[config.mk]
export PLATFORM = sky130hd
export DESIGN_NAME = bit_lane_coalescer
export DESIGN_NICKNAME = d
export VERILOG_FILES = /design/src/rtl/bit_lane_coalescer.sv
export SDC_FILE = /design/constraint.sdc
export NUM_CORES = 1
export LEC_CHECK = 0
export ABC_CLOCK_PERIOD_IN_PS = 1500
export CAP_MARGIN = 20
export CORE_MARGIN = 1
export CORE_UTILIZATION = 51
export DETAILED_ROUTE_END_ITERATION = 16
export HOLD_SLACK_MARGIN = 0.02
export PLACE_DENSITY = 0.76
export SLEW_MARGIN = 20
export SYNTH_ARGS = -nofsm -noshare
export SYNTH_HDL_FRONTEND = slang
export SYNTH_SLANG_ARGS = --single-unit
export TNS_END_PERCENT = 30
[constraint.sdc]
create_clock -name clk -period 1.5 [get_ports clk]
set_input_delay 0.15 -clock clk [delete_from_list [all_inputs] [get_ports clk]]
set_output_delay 0.15 -clock clk [all_outputs]
set_load 0.01 [all_outputs]
[src/rtl/bit_lane_coalescer.sv]
// bit_lane_coalescer
//   Gathers single-bit lane writes (group, lane, value) arriving in any order
//   into per-group WIDTH-bit vectors. A group that has every lane written turns
//   FULL one cycle later. A round-robin arbiter then hands FULL groups to the
//   single vector output port.
//
// Ports
//   clk        rising-edge clock
//   rst        synchronous reset, active-high
//   in_valid   lane write request
//   in_ready   write accepted when in_valid && in_ready (0 iff target group FULL)
//   in_group   target group index
//   in_index   target lane index
//   in_bit     lane value
//   out_valid  a FULL group is being offered
//   out_ready  consumer accepts the offered vector
//   out_group  group of the offered vector
//   out_data   offered vector, bit i = lane i
//   err_dup    one-cycle pulse after a duplicate or out-of-range write
//   busy       some group holds at least one written lane
//
// Optional feature, macro BIT_LANE_COALESCER_FLUSH_EN:
//   flush      force every group with a non-zero mask to FULL at the next edge
//   out_mask   lane mask of the offered group (valid lanes of a flushed vector)
module bit_lane_coalescer #(
  parameter  int WIDTH      = 4,
  parameter  int NUM_GROUPS = 2,
  localparam int GW         = $clog2(NUM_GROUPS),
  localparam int IW         = $clog2(WIDTH)
) (
  input  logic             clk,
  input  logic             rst,
  input  logic             in_valid,
  output logic             in_ready,
  input  logic [GW-1:0]    in_group,
  input  logic [IW-1:0]    in_index,
  input  logic             in_bit,
  output logic             out_valid,
  input  logic             out_ready,
  output logic [GW-1:0]    out_group,
  output logic [WIDTH-1:0] out_data,
`ifdef BIT_LANE_COALESCER_FLUSH_EN
  input  logic             flush,
  output logic [WIDTH-1:0] out_mask,
`endif
  output logic             err_dup,
  output logic             busy
);

  logic [WIDTH-1:0]      data_r     [NUM_GROUPS];
  logic [WIDTH-1:0]      mask_r     [NUM_GROUPS];
  logic [NUM_GROUPS-1:0] full_r;
  logic [GW-1:0]         rr_r;
  logic                  lock_r;
  logic [GW-1:0]         lock_grp_r;
  logic                  err_dup_r;

  logic [WIDTH-1:0]      data_nxt_s [NUM_GROUPS];
  logic [WIDTH-1:0]      mask_nxt_s [NUM_GROUPS];
  logic [NUM_GROUPS-1:0] full_nxt_s;
  logic                  grp_ok_s;
  logic                  lane_ok_s;
  logic                  wr_s;
  logic                  wr_hit_s;
  logic                  dup_s;
  logic                  any_full_s;
  logic                  hs_s;
  logic                  found_s;
  logic [GW-1:0]         search_s;
  logic [GW-1:0]         grant_s;
  logic                  flush_s;

`ifdef BIT_LANE_COALESCER_FLUSH_EN
  assign flush_s = flush;
`else
  assign flush_s = 1'b0;
`endif

  // Range decode of the incoming write address (non-power-of-two sizes).
  always_comb begin
    grp_ok_s  = (32'(in_group) < NUM_GROUPS);
    lane_ok_s = (32'(in_index) < WIDTH);
  end

  // Back-pressure: only a FULL target group stalls; out-of-range writes are
  // always accepted so they can be dropped and flagged.
  always_comb begin
    if (grp_ok_s) begin
      in_ready = ~full_r[in_group];
    end else begin
      in_ready = 1'b1;
    end
  end

  // Write qualification and duplicate / out-of-range detection.
  always_comb begin
    wr_s     = in_valid & in_ready;
    wr_hit_s = wr_s & grp_ok_s & lane_ok_s;
    dup_s    = 1'b0;
    if (wr_s) begin
      if (grp_ok_s && lane_ok_s) begin
        dup_s = mask_r[in_group][in_index];
      end else begin
        dup_s = 1'b1;
      end
    end else begin
      dup_s = 1'b0;
    end
  end

  // Round-robin search: first FULL group upward from rr_r+1, wrapping.
  always_comb begin
    int            cand;
    logic [GW-1:0] cand_g;
    cand     = 0;
    cand_g   = '0;
    found_s  = 1'b0;
    search_s = '0;
    for (int k = 1; k <= NUM_GROUPS; k++) begin
      cand = int'(rr_r) + k;
      if (cand >= NUM_GROUPS) begin
        cand = cand - NUM_GROUPS;
      end else begin
        cand = cand;
      end
      cand_g = cand[GW-1:0];
      if (!found_s && full_r[cand_g]) begin
        found_s  = 1'b1;
        search_s = cand_g;
      end else begin
        found_s  = found_s;
      end
    end
  end

  // Grant is frozen while an offered vector waits on out_ready.
  always_comb begin
    any_full_s = |full_r;
    if (lock_r) begin
      grant_s = lock_grp_r;
    end else begin
      grant_s = search_s;
    end
    hs_s = any_full_s & out_ready;
  end

  // Output view of the granted group, zero when nothing is offered.
  always_comb begin
    out_valid = any_full_s;
    if (any_full_s) begin
      out_group = grant_s;
      out_data  = data_r[grant_s];
    end else begin
      out_group = '0;
      out_data  = '0;
    end
  end

`ifdef BIT_LANE_COALESCER_FLUSH_EN
  // Lane mask of the granted group, so partial flushed vectors can be decoded.
  always_comb begin
    if (any_full_s) begin
      out_mask = mask_r[grant_s];
    end else begin
      out_mask = '0;
    end
  end
`endif

  // Next-state per group. FULL follows an all-ones mask by one cycle; a flush
  // uses the post-write mask so a same-cycle write is included.
  always_comb begin
    for (int g = 0; g < NUM_GROUPS; g++) begin
      data_nxt_s[g] = data_r[g];
      mask_nxt_s[g] = mask_r[g];
    end
    if (wr_hit_s) begin
      data_nxt_s[in_group][in_index] = in_bit;
      mask_nxt_s[in_group][in_index] = 1'b1;
    end else begin
      data_nxt_s[0] = data_nxt_s[0];
    end
    for (int g = 0; g < NUM_GROUPS; g++) begin
      full_nxt_s[g] = full_r[g] | (&mask_r[g]) | (flush_s & (|mask_nxt_s[g]));
      if (hs_s && (grant_s == GW'(g))) begin
        data_nxt_s[g] = '0;
        mask_nxt_s[g] = '0;
        full_nxt_s[g] = 1'b0;
      end else begin
        full_nxt_s[g] = full_nxt_s[g];
      end
    end
  end

  // Busy whenever any lane of any group has been written.
  always_comb begin
    busy = 1'b0;
    for (int g = 0; g < NUM_GROUPS; g++) begin
      busy = busy | (|mask_r[g]);
    end
  end

  assign err_dup = err_dup_r;

  // State registers; rr starts at the last group so group 0 is served first.
  always_ff @(posedge clk) begin
    if (rst) begin
      for (int g = 0; g < NUM_GROUPS; g++) begin
        data_r[g] <= '0;
        mask_r[g] <= '0;
      end
      full_r     <= '0;
      rr_r       <= GW'(NUM_GROUPS - 1);
      lock_r     <= 1'b0;
      lock_grp_r <= '0;
      err_dup_r  <= 1'b0;
    end else begin
      for (int g = 0; g < NUM_GROUPS; g++) begin
        data_r[g] <= data_nxt_s[g];
        mask_r[g] <= mask_nxt_s[g];
      end
      full_r     <= full_nxt_s;
      err_dup_r  <= dup_s;
      lock_r     <= any_full_s & ~out_ready;
      lock_grp_r <= grant_s;
      if (hs_s) begin
        rr_r <= grant_s;
      end else begin
        rr_r <= rr_r;
      end
    end
  end

endmodule

==> results.py <==
metrics = {
    "timing": {
        "final_max_slew_viol_count": 0,
        "relSlewSlack_pct": 77.2,
        "worst_slew_pin_slew_ns": 0.339,
        "layout_worst_path_cycle_share_pct": 114,
        "achievable-frequency_ghz": 0.585,
        "setup_viol": 5,
        "finClkSkew_ns": 0.00364,
        "setup_ws_ns": -0.209,
        "rsz_0062_raised_after_global_routing": "true",
        "finalHoldViolCount": 0,
        "final_period_minus_worst_setup_slack_ns": 1.71,
    },
    "status": {
        "violations": "negative setup slack",
        "status": "complete, but fails checks",
    },
    "finish": {
        "drive_above_1_share_pct": 37.9,
        "layout.cells.most_common": "sky130_fd_sc_hd__nor2_1",
        "finish.net_count": 162,
        "area.growth.synth_to_final_pct": 36.1,
        "postLayoutCellArea_mm2": 0.00143,
        "antenna-diode-count": 0,
        "most-common-layout-cells": "24 x sky130_fd_sc_hd__nor2_1, 22 x sky130_fd_sc_hd__buf_4, 18 x sky130_fd_sc_hd__dfxtp_1, 13 x sky130_fd_sc_hd__mux2i_1, 9 x sky130_fd_sc_hd__nor2_2",
        "n_fill_cell": 159,
    },
    "detailed_routing": {
        "drt_pass1_iterations": 4,
        "drc": 0,
        "routed_wire_length_um": 2560,
        "routedWlPerCell_um": 14.2,
        "drt-initial-drc-count": 27,
        "via_per_inst": 5.41,
        "vias": 974,
        "antenna_left": 0,
    },
    "clocking": {
        "cts.htree.levels": 1,
        "tritoncts_clock_tree": "yes",
        "cts.reportedPaths.clkPinSlew_ns": 0.12,
        "cts-buffers-inserted": 3,
        "cts.sinks": 22,
        "cts.path.max_buffers": 2,
        "clockRootBuffer": "sky130_fd_sc_hd__clkbuf_4",
        "clock_latency_ns": 0.31,
        "cts_hold_repair.buffers": 0,
    },
    "floorplanning": {
        "io_pins": 17,
        "die_w_um": 47.5,
        "die-height_um": 47.5,
        "std_cell_rows": 16,
        "die_area_mm2": 0.00225,
        "initial_utilization_pct": 54.3,
        "coreArea_mm2": 0.00194,
    },
    "setup_path": {
        "critical_path.cell_chain": "and2b_1 > a21boi_2 > buf_6 > mux2i_1 > nor2_1 > buf_2",
        "arrival_ns": 1.56,
        "timing.critical_path.to_type": "output port",
        "critical_path_required_ns": 1.35,
        "cp_slowest_stage_delay_ns": 0.37,
        "cpMaxStageDelayCell": "sky130_fd_sc_hd__dfxtp_2",
        "cp-start-kind": "flop",
        "timing.setup.critical_path_class": "flop to output port",
        "crit_fanout": 6,
    },
    "power": {
        "power.ir.vdd_worst_v": 0.000556,
        "standby_leakage_power_nw": 0.634,
        "p_per_area_mw_per_mm2": 846,
    },
    "synthesis": {
        "syn_inst": 117,
        "yosys_warnings": 0,
        "synth_area_per_cell_um2": 9.00,
        "synth_edf_count": 0,
        "register_area_share_after_synthesis_pct": 41.8,
        "syn-cell-area_mm2": 0.00105,
        "synth_nets": 125,
        "yosysUniqueCellTypes": 30,
        "postSynth.asyncResetShare_pct": 0,
        "ys.flop_type": "sky130_fd_sc_hd__dfxtp_1",
        "synth_seq_cells": 22,
    },
    "placed_design": {
        "io_buffers": 16,
        "detailed_placer_s_ending_hpwl_um": 1880,
        "gp_congestion": 0.780,
        "dpl-instance-area_mm2": 0.00136,
        "detailedPlace.worstSlack_ns": -0.217,
    },
    "grt": {
        "initial_antenna_violation_count": 0,
        "grt_pass1_wl_um": 3790,
        "gr-usage-all-layers_pct": 25.3,
        "globalRouteOverflowTotal": 0,
        "grt_max_degree": 14,
        "vias_in_the_first_global_route": 830,
    },
    "job": {
        "maxCapViolCount": 0,
    },
    "min_path": {
        "worst_hold_path_type": "flop to flop",
    },
}
-- layout make-up --
type	count	area, um2	share of cell area, %
flip-flops and latches	22	445	31.1
repair buffers	39	310	21.6
clock inverters	1	30.0	2.09
clock buffers	3	22.5	1.57
multi-input cells	86	584	40.8
well taps	27	33.8	2.36
inverters	2	7.51	0.524
-- per-layer routing --
layer	GRT usage (%)	vias to the layer above	wire, um
li1	-	475	-
met1	33.7	469	1080
met2	41.4	24	1330
met3	3.40	6	108
met4	10.3	0	41
met5	0	-	0
-- worst paths after layout --
check / from / to / slack (ns) / cells past startpoint
setup reg to reg: full_r[1] / data_r[1][1] / 0.06 / 6
setup / recovery: lock_r / out_data[3] / -0.21 / 6
hold reg to reg: data_r[0][1] / data_r[0][1] / 0.52 / 2
hold / removal: data_r[0][1] / data_r[0][1] / 0.52 / 2
-- power by group --
group	switching (mW)	internal, mW	leakage (nW)	total (mW)
Sequential	0.0122	0.597	0.180	0.609
Combinational	0.0647	0.0804	0.426	0.145
Clock	0.188	0.270	0.0279	0.458
Total	0.265	0.948	0.634	1.21
-- sequential cells by signal, summed over array words and instances (netlist names) --
name / flops
mask_r: 8
lock_r: 1
data_r: 8
full_r: 2
err_dup: 1
rr_r: 1
lock_grp_r: 1
-- critical path, delay by kind of cell (launching register included) --
kind / cells / cell delay [ns]
compound gates: 1 / 0.15
buf+inv: 2 / 0.28
flops: 1 / 0.37
mux: 1 / 0.18
simple gates: 2 / 0.27
-- per-stage QoR --
stage | instances | hold slack [ns] | TNS (ns) | power, mW | util (%)
2_1_floorplan | 117 | 0.222 | 0 | 0.692 | -
3_3_place_gp | 174 | 0.486 | -2.19 | 0.759 | 70.0
3_5_place_dp | 174 | 0.491 | -2.64 | 0.763 | 70.0
4_1_cts | 180 | 0.519 | -0.967 | 1.22 | 73.0
5_1_grt | 180 | 0.536 | -1.34 | 1.25 | 73.8
6_report | 180 | 0.517 | -0.893 | 1.21 | 73.8
-- kinds of logic (layout without fill, tap and decap cells) --
kind of cell           Yosys count  count (layout)  share of synthesized area (%)
muxes                           16              16                           17.7
buffers and inverters            9              45                           5.11
DFF                             22              22                           41.8
and+or+nand+nor                 56              56                           26.0
AOI/OAI and AO/OA               14              14                           9.38
-- cell usage after synthesis (2+ instances only) --
cell type	count	area (um2)
sky130_fd_sc_hd__nor2_1	26	97.6
sky130_fd_sc_hd__dfxtp_1	22	440
sky130_fd_sc_hd__mux2i_1	13	130
sky130_fd_sc_hd__nor2_2	8	50.1
sky130_fd_sc_hd__nand2_1	7	26.3
sky130_fd_sc_hd__a21oi_1	4	20.0
sky130_fd_sc_hd__buf_2	4	20.0
sky130_fd_sc_hd__nor3_1	3	15.0
sky130_fd_sc_hd__nor4_1	3	18.8
sky130_fd_sc_hd__a41oi_1	2	17.5
sky130_fd_sc_hd__buf_4	2	15.0
sky130_fd_sc_hd__inv_1	2	7.51
sky130_fd_sc_hd__mux4_2	2	45.0
sky130_fd_sc_hd__nor3b_1	2	15.0
sky130_fd_sc_hd__o21ai_0	2	10.0
-- timing repair --
item | in CTS | in global routing
gates cloned | 0 | 0
endpoints found under the setup margin | 15 | 17
pin swaps | 4 | 4
gates resized for setup | 27 | 10
hold endpoints to repair | 0 | 0
setup buffers | 2 | 0
No activity file was read; power rests on OpenSTA's default activity.
